$ cat src/rtl/br_lite_local_injector.sv
// br_lite_local_injector: round-robin local-port injection scheduler for a BrLite router.
// It shares the router's local input between NREQ requesters and stamps each flit
// with this node's address and a wrapping per-node message id. Only one locally
// originated broadcast is in flight at a time; IDLE waits for the router to drop busy.
// Optional build macro: BRLITE_INJ_STATS_EN adds saturating injection/rejection counters.

package br_lite_pkg;
   localparam int BR_SVC_W     = 2;
   localparam int BR_ID_W      = 4;
   localparam int BR_PAYLOAD_W = 32;

   typedef enum logic [BR_SVC_W-1:0] {
      BR_SVC_ALL   = 2'd0,
      BR_SVC_TGT   = 2'd1,
      BR_SVC_CLEAR = 2'd2,
      BR_SVC_MON   = 2'd3
   } br_svc_t;

   typedef struct packed {
      logic [BR_PAYLOAD_W-1:0] payload;
      logic [15:0]             source;
      logic [15:0]             target;
      logic [BR_ID_W-1:0]      id;
      br_svc_t                 service;
   } br_data_t;
endpackage

module br_lite_local_injector
   import br_lite_pkg::*;
#(
   parameter int          NREQ    = 4,
   parameter logic [15:0] ADDRESS = 16'h0000
) (
   input  logic                                 clk_i,
   input  logic                                 rst_ni,
   input  logic [NREQ-1:0]                      src_req_i,
   output logic [NREQ-1:0]                      src_ack_o,
   input  logic [NREQ-1:0][15:0]                src_target_i,
   input  logic [NREQ-1:0][BR_SVC_W-1:0]        src_service_i,
   input  logic [NREQ-1:0][BR_PAYLOAD_W-1:0]    src_payload_i,
   input  logic                                 router_busy_i,
   output br_data_t                             flit_o,
   output logic                                 req_o,
   input  logic                                 ack_i,
   output logic [NREQ-1:0]                      grant_o,
   output logic                                 err_o
`ifdef BRLITE_INJ_STATS_EN
   ,
   output logic [31:0]                          inj_count_o,
   output logic [15:0]                          rej_count_o
`endif
);

   localparam int IDX_W = $clog2(NREQ);

   typedef enum logic [2:0] {
      S_IDLE    = 3'd0,
      S_ARB     = 3'd1,
      S_LOAD    = 3'd2,
      S_SEND    = 3'd3,
      S_RELEASE = 3'd4
   } state_t;

   state_t               state_reg;
   logic [IDX_W-1:0]     grant_idx_reg;
   logic [IDX_W-1:0]     last_grant_reg;
   logic [NREQ-1:0]      grant_reg;
   logic [NREQ-1:0]      src_ack_reg;
   logic                 req_reg;
   logic                 err_reg;
   br_data_t             flit_reg;
   logic [BR_ID_W-1:0]   id_cnt_reg;
`ifdef BRLITE_INJ_STATS_EN
   logic [31:0]          inj_count_reg;
   logic [15:0]          rej_count_reg;
`endif

   logic                 pick_valid;
   logic [IDX_W-1:0]     pick_idx;
   logic [IDX_W-1:0]     cand;
   br_svc_t              svc;
   logic                 svc_ok;

   // Round-robin pick: first requester strictly after last_grant, wrapping; last_grant itself last.
   always_comb begin
      pick_valid = 1'b0;
      pick_idx   = '0;
      cand       = '0;
      for (int k = NREQ; k >= 1; k--) begin
         cand = IDX_W'((int'(last_grant_reg) + k) % NREQ);
         if (src_req_i[cand]) begin
            pick_valid = 1'b1;
            pick_idx   = cand;
         end
      end
   end

   // Only broadcast-to-all and targeted services may be injected from the local port.
   always_comb begin
      svc    = br_svc_t'(src_service_i[grant_idx_reg]);
      svc_ok = (svc == BR_SVC_ALL) || (svc == BR_SVC_TGT);
   end

   // Injection FSM with all outputs held in registers.
   always_ff @(posedge clk_i or negedge rst_ni) begin
      if (!rst_ni) begin
         state_reg      <= S_IDLE;
         grant_idx_reg  <= '0;
         last_grant_reg <= IDX_W'(NREQ - 1);
         grant_reg      <= '0;
         src_ack_reg    <= '0;
         req_reg        <= 1'b0;
         err_reg        <= 1'b0;
         flit_reg       <= '0;
         id_cnt_reg     <= '0;
`ifdef BRLITE_INJ_STATS_EN
         inj_count_reg  <= '0;
         rej_count_reg  <= '0;
`endif
      end else begin
         err_reg <= 1'b0;
         case (state_reg)
            S_IDLE: begin
               // ack_i must be low so a stale ack after a reset is not mistaken for a new one
               if ((|src_req_i) && !router_busy_i && !ack_i) begin
                  state_reg <= S_ARB;
               end
            end
            S_ARB: begin
               if (pick_valid) begin
                  grant_idx_reg  <= pick_idx;
                  last_grant_reg <= pick_idx;
                  grant_reg      <= {{(NREQ-1){1'b0}}, 1'b1} << pick_idx;
                  state_reg      <= S_LOAD;
               end else begin
                  // every request vanished between IDLE and ARB
                  state_reg <= S_IDLE;
               end
            end
            S_LOAD: begin
               if (svc_ok) begin
                  flit_reg.source  <= ADDRESS;
                  flit_reg.target  <= src_target_i[grant_idx_reg];
                  flit_reg.service <= svc;
                  flit_reg.payload <= src_payload_i[grant_idx_reg];
                  flit_reg.id      <= id_cnt_reg;
                  req_reg          <= 1'b1;
                  state_reg        <= S_SEND;
               end else begin
                  err_reg     <= 1'b1;
                  src_ack_reg <= grant_reg & src_req_i;
                  state_reg   <= S_RELEASE;
`ifdef BRLITE_INJ_STATS_EN
                  if (rej_count_reg != '1) begin
                     rej_count_reg <= rej_count_reg + 16'd1;
                  end
`endif
               end
            end
            S_SEND: begin
               if (ack_i) begin
                  req_reg     <= 1'b0;
                  id_cnt_reg  <= id_cnt_reg + 1'b1;
                  src_ack_reg <= grant_reg & src_req_i;
                  state_reg   <= S_RELEASE;
`ifdef BRLITE_INJ_STATS_EN
                  if (inj_count_reg != '1) begin
                     inj_count_reg <= inj_count_reg + 32'd1;
                  end
`endif
               end
            end
            S_RELEASE: begin
               // four-phase: hold the ack until the requester lowers its request
               if (!src_req_i[grant_idx_reg]) begin
                  src_ack_reg <= '0;
                  grant_reg   <= '0;
                  state_reg   <= S_IDLE;
               end
            end
            default: begin
               state_reg <= S_IDLE;
            end
         endcase
      end
   end

   assign src_ack_o = src_ack_reg;
   assign grant_o   = grant_reg;
   assign req_o     = req_reg;
   assign err_o     = err_reg;
   assign flit_o    = flit_reg;
`ifdef BRLITE_INJ_STATS_EN
   assign inj_count_o = inj_count_reg;
   assign rej_count_o = rej_count_reg;
`endif

endmodule
$ cat config.mk
export PLATFORM = sky130hd
export DESIGN_NAME = br_lite_local_injector
export DESIGN_NICKNAME = d
export VERILOG_FILES = /design/src/rtl/br_lite_local_injector.sv
export SDC_FILE = /design/constraint.sdc
export NUM_CORES = 1
export LEC_CHECK = 0
export CORE_AREA = 3 3 109 111
export CTS_CLUSTER_DIAMETER = 40
export DETAILED_ROUTE_END_ITERATION = 7
export DIE_AREA = 0 0 112 114
export DONT_BUFFER_PORTS = 1
export PLACE_DENSITY = 0.64
export SLEW_MARGIN = 20
export SYNTH_ARGS = -nofsm -noshare
export SYNTH_HDL_FRONTEND = slang
export SYNTH_SLANG_ARGS = --single-unit
export TNS_END_PERCENT = 5
$ cat constraint.sdc
create_clock -name clk_i -period 3 [get_ports clk_i]
set_clock_uncertainty 0.05 [all_clocks]
set_input_delay 0.6 -clock clk_i [delete_from_list [all_inputs] [get_ports clk_i]]
set_output_delay 0.6 -clock clk_i [all_outputs]
set_load 0.1 [all_outputs]
== Yosys cells after proc, flatten, opt, wreduce, memory -nomap -nowiden ==
Cells that the tools add are included.

* Register bits after elaboration: 75
* Input bits: 208
* Output and inout port bits: 80
* Logic and storage cells: 94

* $add $sub $neg: 5
* $lt $le $gt $ge: 5
* Equal/unequal tests: 11
* Shifts and indexed selects: 1
* Mux-type cells: 41
* Bitwise operators: 1
* Reductions and logical operators: 18

{| class="wikitable"
|+ Operators with widths
! kind !! number
|-
| $bmux 32 s2 || 1
|-
| $bmux 16 s2 || 1
|-
| $mux 32 || 1
|-
| $mux 16 || 1
|-
| $mux 4 || 4
|-
| $lt 2x3->1 const B || 5
|-
| $pmux 3 s5 || 1
|-
| $mux 1 || 13
|-
| $mux 2 || 6
|-
| $mux 3 || 4
|-
| $ne 2x2->1 const B || 6
|-
| $pmux 4 s3 || 1
|-
| $bmux 1 s2 || 5
|-
| $reduce_and 3->1 || 3
|-
| $pmux 4 s2 || 1
|-
| $eq 3x2->1 const B || 2
|-
| $reduce_and 2->1 || 3
|-
| $add 2x1->2 const B || 2
|-
| $add 2x2->2 const B || 2
|-
| $add 4x1->4 const B || 1
|-
| $and 4x4->4 || 1
|-
| $bmux 2 s2 || 1
|-
| $reduce_and 4->1 || 1
|-
| $reduce_bool 2->1 || 2
|-
| 12 further kinds || 14
|}

== Depth between registers and ports, before layout ==
Gate-level depths: netlist (run 1).

* Depth after elaboration: 10
* Depth in mapped cells: 5
* Depth with buffers taken out: 4

== Worst setup path before layout (run 1) ==
No wires, ideal clock.

* Path kind: input -> register
* Start point: input src_service_i[7] (netlist name)
* End point: register flit_reg, in the netlist flit_o[0]
* Setup time: 125 ps
* Data arrival time: 2066 ps
* Required time: 2825 ps
* Setup slack: 758 ps
* Stages on the path: 4
* Buffers on the path: 1
* Path through: mux4_2 > nor3_4 > buf_6 > mux2_2

* Word-level cells in the longest chain between the ends: 5
* Elaborated cells on any way between the ends: 6
* Classes of those cells: 1 x eq/ne; 2 x mux; 3 x reduce/logical

{| class="wikitable"
|+ Ends and longest elaborated chain
! element !! line !! source
|-
| start: declaration || 39 || <nowiki>input logic [NREQ-1:0][BR_SVC_W-1:0] src_service_i,</nowiki>
|-
| $bmux 2 s2 (*) || 100 || <nowiki>svc = br_svc_t'(src_service_i[grant_idx_reg]);</nowiki>
|-
| $mux 2 (implied by the code) (*) || 100 ||
|-
| $eq 2x1->1 or $logic_not 2->1 (tied branches) || 101 || <nowiki>svc_ok = (svc == BR_SVC_ALL) || (svc == BR_SVC_TGT);</nowiki>
|-
| $logic_or 1x1->1 (*) || 101 ||
|-
| $reduce_and 2->1 (no source line) (*) || -- ||
|-
| end: declaration || 71 || <nowiki>br_data_t flit_reg;</nowiki>
|}

Every way passes the cells marked *; elsewhere a longest branch is shown, timed or not. The select of a mux whose other input is x is not followed.
A chain may end at the register's enable or synchronous reset.

== Final worst setup path (run 1) ==
* Start point: register grant_idx_reg[0]
* End point: register flit_reg, in the netlist flit_o[6]

* Word-level cells in the longest chain between the ends: 5
* Elaborated cells on any way between the ends: 8
* Classes of those cells: 1 x eq/ne; 4 x mux; 3 x reduce/logical

{| class="wikitable"
|+ Ends and longest elaborated chain
! element !! line !! source
|-
| start: declaration || 65 || <nowiki>logic [IDX_W-1:0] grant_idx_reg;</nowiki>
|-
| start signal: assignment || 131 || <nowiki>grant_idx_reg <= pick_idx;</nowiki>
|-
| $bmux 2 s2 || 100 ||
|-
| $mux 2 (implied by the code) || 100 ||
|-
| $eq 2x1->1 or $logic_not 2->1 (tied branches) || 101 ||
|-
| $logic_or 1x1->1 || 101 ||
|-
| $reduce_and 2->1 (no source line) || -- ||
|}

Several ways; a longest one is shown, not always the timed one. The select of a mux whose other input is x is not followed.

==> results by group, run 1 <==
Clocking
  – Num CTS Buffers: 9
  – CTS tree: yes
  – Clock Pin Slew Worst Setup and Hold Paths: roughly 0.08 ns
  – Sink Count: 75
  – Max clock buf depth: 2
  – H-Tree Depth: 3
  – CTS resizes: 0
  – Clock Root Buffer: clkbuf_8
  – Clk_lat worst skew: roughly 0.34 ns

Critical path
  – Worst r2r src: grant_idx_reg[0]
  – Worst Setup EP: flit_o[6]
  – Worst Path Required: 3.17 ns
  – Setup crit start: grant_idx_reg[0]
  – CP Buf/Inv Count: 1
  – Crit Reg-Reg Endpoint: flit_o[6]
  – Reg2reg path depth: 4
  – Critical-path cell list: mux4_2 -> nor3_4 -> buf_4 -> mux2_2
  – Number of stages on the worst setup path: 4
  – CP endpoint kind: flop
  – Worst EP arrival: 2.37 ns
  – Critical path fanouts, max: 29
  – Setup crit start kind: flop
  – R2R Setup Slk: 0.80 ns
  – Crit path max-delay family: multiplexers
  – Largest stage delay on the critical path: approximately 0.59 ns
  – CP max-delay cell: mux4_2
  – Critical path class: flop to flop

Synthesis
  – Post-synthesis cell area: 4330 um2
  – Distinct cells, synth: 41
  – Ys async rst share: 1.00
  – Mean Syn Cell Area: 15.1 um2
  – Yosys reg bits: 75
  – Sequential area share after synthesis: 0.434
  – Post-synth EDFFs: 0
  – Post-Synthesis Cells: between 200 and 300
  – Dominant synthesized flop cell: dfrtp_1
  – Yosys warnings: 0

STA
  – Final worst setup slack: 0.802 ns
  – Setup TNS: 0 ns
  – Number of slew-limit violations in the final report: 0
  – Worst-margin pin slew: about 0.96 ns
  – Final period util: 0.733
  – F_max: around 450 MHz
  – Worst hold slack: 0.0435 ns
  – Max-Slew Margin vs Limit: 0.362
  – Hold Vio Cnt, Final: 0
  – RSZ-0062 raised after global routing: false
  – Minimum clock period: ~2.2 ns
  – Final setup violation count: 0

Global routing
  – Initial antenna violation count: 3
  – Grt ovf: 0
  – First-pass GRT wire length: ~16 mm
  – Vias in the first global route: ~2.8k
  – Total track usage: 0.161
  – Largest net degree at the start of global routing: 74

Finish
  – Count of nets after finishing: 493
  – Largest register FFs: 54
  – Syn-to-layout area delta: 6.94%
  – Final non-filler cell area: ~4600 um2
  – Fill cells: 971
  – Highest-count cells in the layout ignoring fill and taps: 71 x dfrtp_1, 53 x mux2_2, 51 x mux4_2, 16 x conb_1, 11 x nand2_1
  – Fraction of layout cells with a size suffix above 1: 0.453
  – Most common cell after layout, fill and taps aside: dfrtp_1

Die
  – IO Pins: 288
  – Die area: between 10000 and 15000 um2
  – Chip width: 112 um
  – Starting density of the core: 0.397
  – Core area: ~11000 um2
  – # rows: 38
  – Die span in y: 114 um

Place
  – GP Congestion: 0.793
  – Place WS: about 0.68 ns
  – Dpl hpwl: between 8 and 9 mm
  – DP Area: 4380 um2
  – I/O Buffers: 0

Worst hold path
  – Worst Hold Class: input pin to async pin

Status
  – Status: completed

Route
  – Via Count: between 2k and 3k
  – DR WL/cell: between 20 and 25 um
  – Iter 0 DRT Violations: 126
  – Final routed DRC violation total: 0
  – Detail Route Antenna Nets: 0
  – DR vias/cell: 5.99
  – WL final: approximately 11 mm
  – First-pass iteration count of the detailed router: 4

Job
  – Max-cap violations: 0
worst register-to-register path: cells and delay by family, from the launching register on:
family | cells | cell delay (ns)
buffers and inverters | 1 | 0.38
flip-flops | 1 | 0.45
multiplexers | 2 | 1.00
AND/OR/NAND/NOR | 1 | 0.20
what timing repair did:
action / in CTS / in global routing
hold buffers: 1 / 0
setup buffers: 0 / 0
endpoints found under the hold margin: 73 / 0
endpoints found under the setup margin: 0 / 0
cells by family (layout without fill, tap and decap cells):
kind of cell / count (synthesis) / in the layout / synth area share
other: 1 / 18 / 0.000866
AOI/OAI and AO/OA: 22 / 22 / 0.0390
buffers and inverters: 39 / 27 / 0.0567
xor gates and xnor gates: 3 / 3 / 0.00607
DFF: 75 / 75 / 0.434
and+or+nand+nor: 40 / 40 / 0.0544
muxes: 105 / 105 / 0.406
adders and majority gates: 1 / 1 / 0.00289
cell type report:
| type | instances | area (um2) | share of cell area |
|---|---|---|---|
| inverter | 3 | 11.3 | 0.00243 |
| timing repair buffer | 8 | 80.1 | 0.0173 |
| clock inverter | 2 | 60.1 | 0.0130 |
| multi-input combinational | 187 | 2260 | 0.488 |
| sequential | 75 | 1880 | 0.407 |
| clock buffer | 14 | 153 | 0.0330 |
| tap | 140 | 175 | 0.0378 |
| antenna | 2 | 5.00 | 0.00108 |
synthesized netlist by cell type, types with 2 or more instances:
master     n  area [um2]
dfrtp_1   73        1830
mux2_2    53         597
mux4_2    51        1150
buf_4     16         120
nand2_1   11        41.3
clkbuf_1   9        33.8
buf_1      5        18.8
buf_6      5        56.3
nand2b_1   5        31.3
nand3_1    5        25.0
a21oi_1    4        20.0
o31ai_1    4        30.0
inv_1      3        11.3
nor2_1     3        11.3
nor2b_1    3        18.8
o21ai_0    3        15.0
xnor2_1    3        26.3
a211oi_1   2        15.0
a32o_1     2        20.0
dfstp_2    2        52.6
nor3_1     2        10.0
nor3b_1    2        15.0
nor4_1     2        12.5
per-stage QoR:
step | std cells | utilization
3_3_place_gp | 412 | 0.403
5_1_grt | 431 | 0.425
3_5_place_dp | 412 | 0.403
4_1_cts | 429 | 0.425
2_1_floorplan | 301 | -
6_report | 431 | 0.425
per-layer routing:
| metal | vias up | routed length (um) | track usage |
|---|---|---|---|
| met5 | - | 0 | 0 |
| met2 | 179 | 5630 | 0.277 |
| met1 | 1305 | 3690 | 0.175 |
| li1 | 1085 | - | - |
| met4 | 0 | 117 | 0.0705 |
| met3 | 13 | 1190 | 0.0663 |
worst min-delay path by stage:
stage,startpoint,end
floorplan,rst_ni,err_o
global placement,rst_ni,flit_o[17]
detailed placement,rst_ni,flit_o[17]
CTS,rst_ni,last_grant_reg[1]
global route,rst_ni,last_grant_reg[0]
finish,rst_ni,last_grant_reg[0]
Power of run 1 is not shown: default switching activity piles up to over one toggle a cycle in this logic, so the estimate is an artifact.
==> run 2: changes to the inputs <==
PLACE_DENSITY = 0.66   (was 0.64)
clock period = 1.82 ns   (was 3 ns; I/O delays follow)
==> run 2 against run 1 <==
The flow now finishes with violations (hold timing, setup timing). Worst setup slack worse by 0.99 ns. Via count up 3.1%. Count of clock-buffer cells in the layout down 3. Global-route usage up 0.57 points. Core utilization up 2.0 points. Final cell count up 5.1%. Routed wire length up 4.3%. Critical path type unchanged. Die area unchanged.
==> results by group, run 2 (same netlist as run 1, synthesis figures left out) <==
Status
  – Status: finished with violations
  – Failing checks: hold timing, setup timing

Critical path
  – Critical path fanouts, max: 28
  – Setup crit start kind: flop
  – Crit path max-delay family: multiplexers
  – Critical-path cell list: mux4_2 -> nor3_4 -> buf_4 -> buf_12 -> mux2_2
  – Critical path class: flop to flop
  – Worst EP arrival: about 2.2 ns
  – Worst Path Required: 1.99 ns
  – CP Buf/Inv Count: 2
  – Largest stage delay on the critical path: around 0.55 ns
  – CP max-delay cell: mux4_2
  – CP endpoint kind: flop

STA
  – Number of slew-limit violations in the final report: 0
  – Final worst setup slack: -0.187 ns
  – Final period util: 1.10
  – Hold Vio Cnt, Final: 75
  – Worst-margin pin slew: roughly 0.93 ns
  – RSZ-0062 raised after global routing: true
  – Final setup violation count: 61
  – Max-Slew Margin vs Limit: 0.381
  – Minimum clock period: ~2 ns
  – F_max: roughly 500 MHz
  – Worst hold slack: -0.344 ns

Clocking
  – CTS tree: yes
  – Num CTS Buffers: 9
  – Clock Pin Slew Worst Setup and Hold Paths: 0.08 ns
  – H-Tree Depth: 3
  – Clk_lat worst skew: around 0.34 ns
  – Max clock buf depth: 2
  – Clock Root Buffer: clkbuf_8
  – Sink Count: 75

Finish
  – Final non-filler cell area: slightly below 5000 um2
  – Fraction of layout cells with a size suffix above 1: 0.524
  – Syn-to-layout area delta: 11.9%
  – Largest register FFs: 54
  – Count of nets after finishing: 515
  – Most common cell after layout, fill and taps aside: dfrtp_1
  – Fill cells: 972
  – Highest-count cells in the layout ignoring fill and taps: 71 x dfrtp_1, 51 x mux4_2, 49 x mux2_2, 26 x buf_4, 16 x conb_1

Route
  – Via Count: 2662
  – DR WL/cell: around 24 um
  – Final routed DRC violation total: 0
  – M1 wire length: ~3.5 mm
  – WL final: ~11 mm
  – Iter 0 DRT Violations: ~130
  – DR vias/cell: 5.88
  – Met3 WL: about 1.5 mm
  – First-pass iteration count of the detailed router: 4
  – Top Metal Used: met5
  – Detail Route Antenna Nets: 0
  – Detail Route met2 WL: a little under 6 mm

Global routing
  – Total track usage: 0.166
  – Vias in the first global route: roughly 2.9k
  – Grt ovf: 0
  – Initial antenna violation count: 6
  – Largest net degree at the start of global routing: 76
  – First-pass GRT wire length: between 15 and 20 mm

Die
  – Die span in y: approximately 110 um
  – Chip width: between 100 and 150 um
  – Die area: 12800 um2
  – Starting density of the core: 0.397
  – IO Pins: between 200 and 300
  – # rows: 38
  – Core area: roughly 11000 um2

Place
  – GP Congestion: between 0.7 and 0.8
  – Dpl hpwl: about 8.6 mm
  – I/O Buffers: 0
  – DP Area: 4540 um2

Worst hold path
  – Worst Hold Class: input pin to async pin

Job
  – Max-cap violations: 0
==> run 2: cell types whose count changed in the layout (fill, tap and decap cells not counted), moves of 2 or more <==
cell       previous run  this run
nand3_1               5         2
mux2_4                0         4
buf_12                0         2
clkbuf_1              4         0
nand3_2               0         3
clkinv_2              0         4
mux2_2               53        49
buf_4                 7        26
bufinv_16             2         0
==> run 2: timing repair <==
| item | CTS | global route |
|---|---|---|
| setup buffers | 1 | 3 |
| pin swaps | 4 | 3 |
| endpoints found under the hold margin | 75 | 75 |
| gates resized for setup | 6 | 7 |
| setup endpoints to repair | 66 | 63 |
| cloned | 0 | 1 |
==> run 2: per-stage QoR <==
step	util	setup TNS [ns]	cells	hold slack [ns]	setup slack [ns]
2_1_floorplan	-	-12.96	301	0.0184	-0.242
3_3_place_gp	0.417	-9.05	430	0.0201	-0.265
3_5_place_dp	0.417	-10.55	430	0.0205	-0.294
4_1_cts	0.437	-10.92	447	-0.371	-0.226
5_1_grt	0.445	-12.77	452	-0.390	-0.236
6_report	0.445	-8.90	453	-0.344	-0.187
==> run 2: final timing paths <==
kind | endpoint | slack (ns) | cells after the start | startpoint
min | flit_o[6] | -0.34 | 0 | rst_ni
min in group clk_i | src_ack_o[1] | 0.10 | 2 | src_req_i[1]
max reg2reg | flit_o[13] | -0.19 | 5 | grant_idx_reg[0]
min reg2reg | id_cnt_reg[3] | 0.43 | 1 | id_cnt_reg[3]
max | flit_o[13] | -0.19 | 5 | grant_idx_reg[0]
max in group asynchronous | last_grant_reg[0] | 1.85 | 0 | rst_ni
==> run 2: routing by layer <==
metal | GRT usage | vias to the layer above
met1 | 0.176 | 1334
met3 | 0.0966 | 22
li1 | - | 1127
met5 | 0 | -
met2 | 0.277 | 171
met4 | 0.0617 | 8
==> run 2: area by class of cell <==
class | count | area (um2) | share of cell area
diodes | 2 | 5.00 | 0.00103
clock buffers | 11 | 151 | 0.0313
clock inverters | 5 | 27.5 | 0.00568
inverters | 3 | 11.3 | 0.00232
multi-input cells | 187 | 2320 | 0.478
flip-flops and latches | 75 | 1880 | 0.389
well taps | 140 | 175 | 0.0362
repair buffers | 30 | 272 | 0.0561
Power of run 2 is left out for the same reason.
==> run 3: changes to the inputs <==
SLEW_MARGIN = not set   (was 20)
==> results of run 3 <==
The final DEF is identical to that of run 2; final timing and power are the same.
Power of run 3 is left out for the same reason.
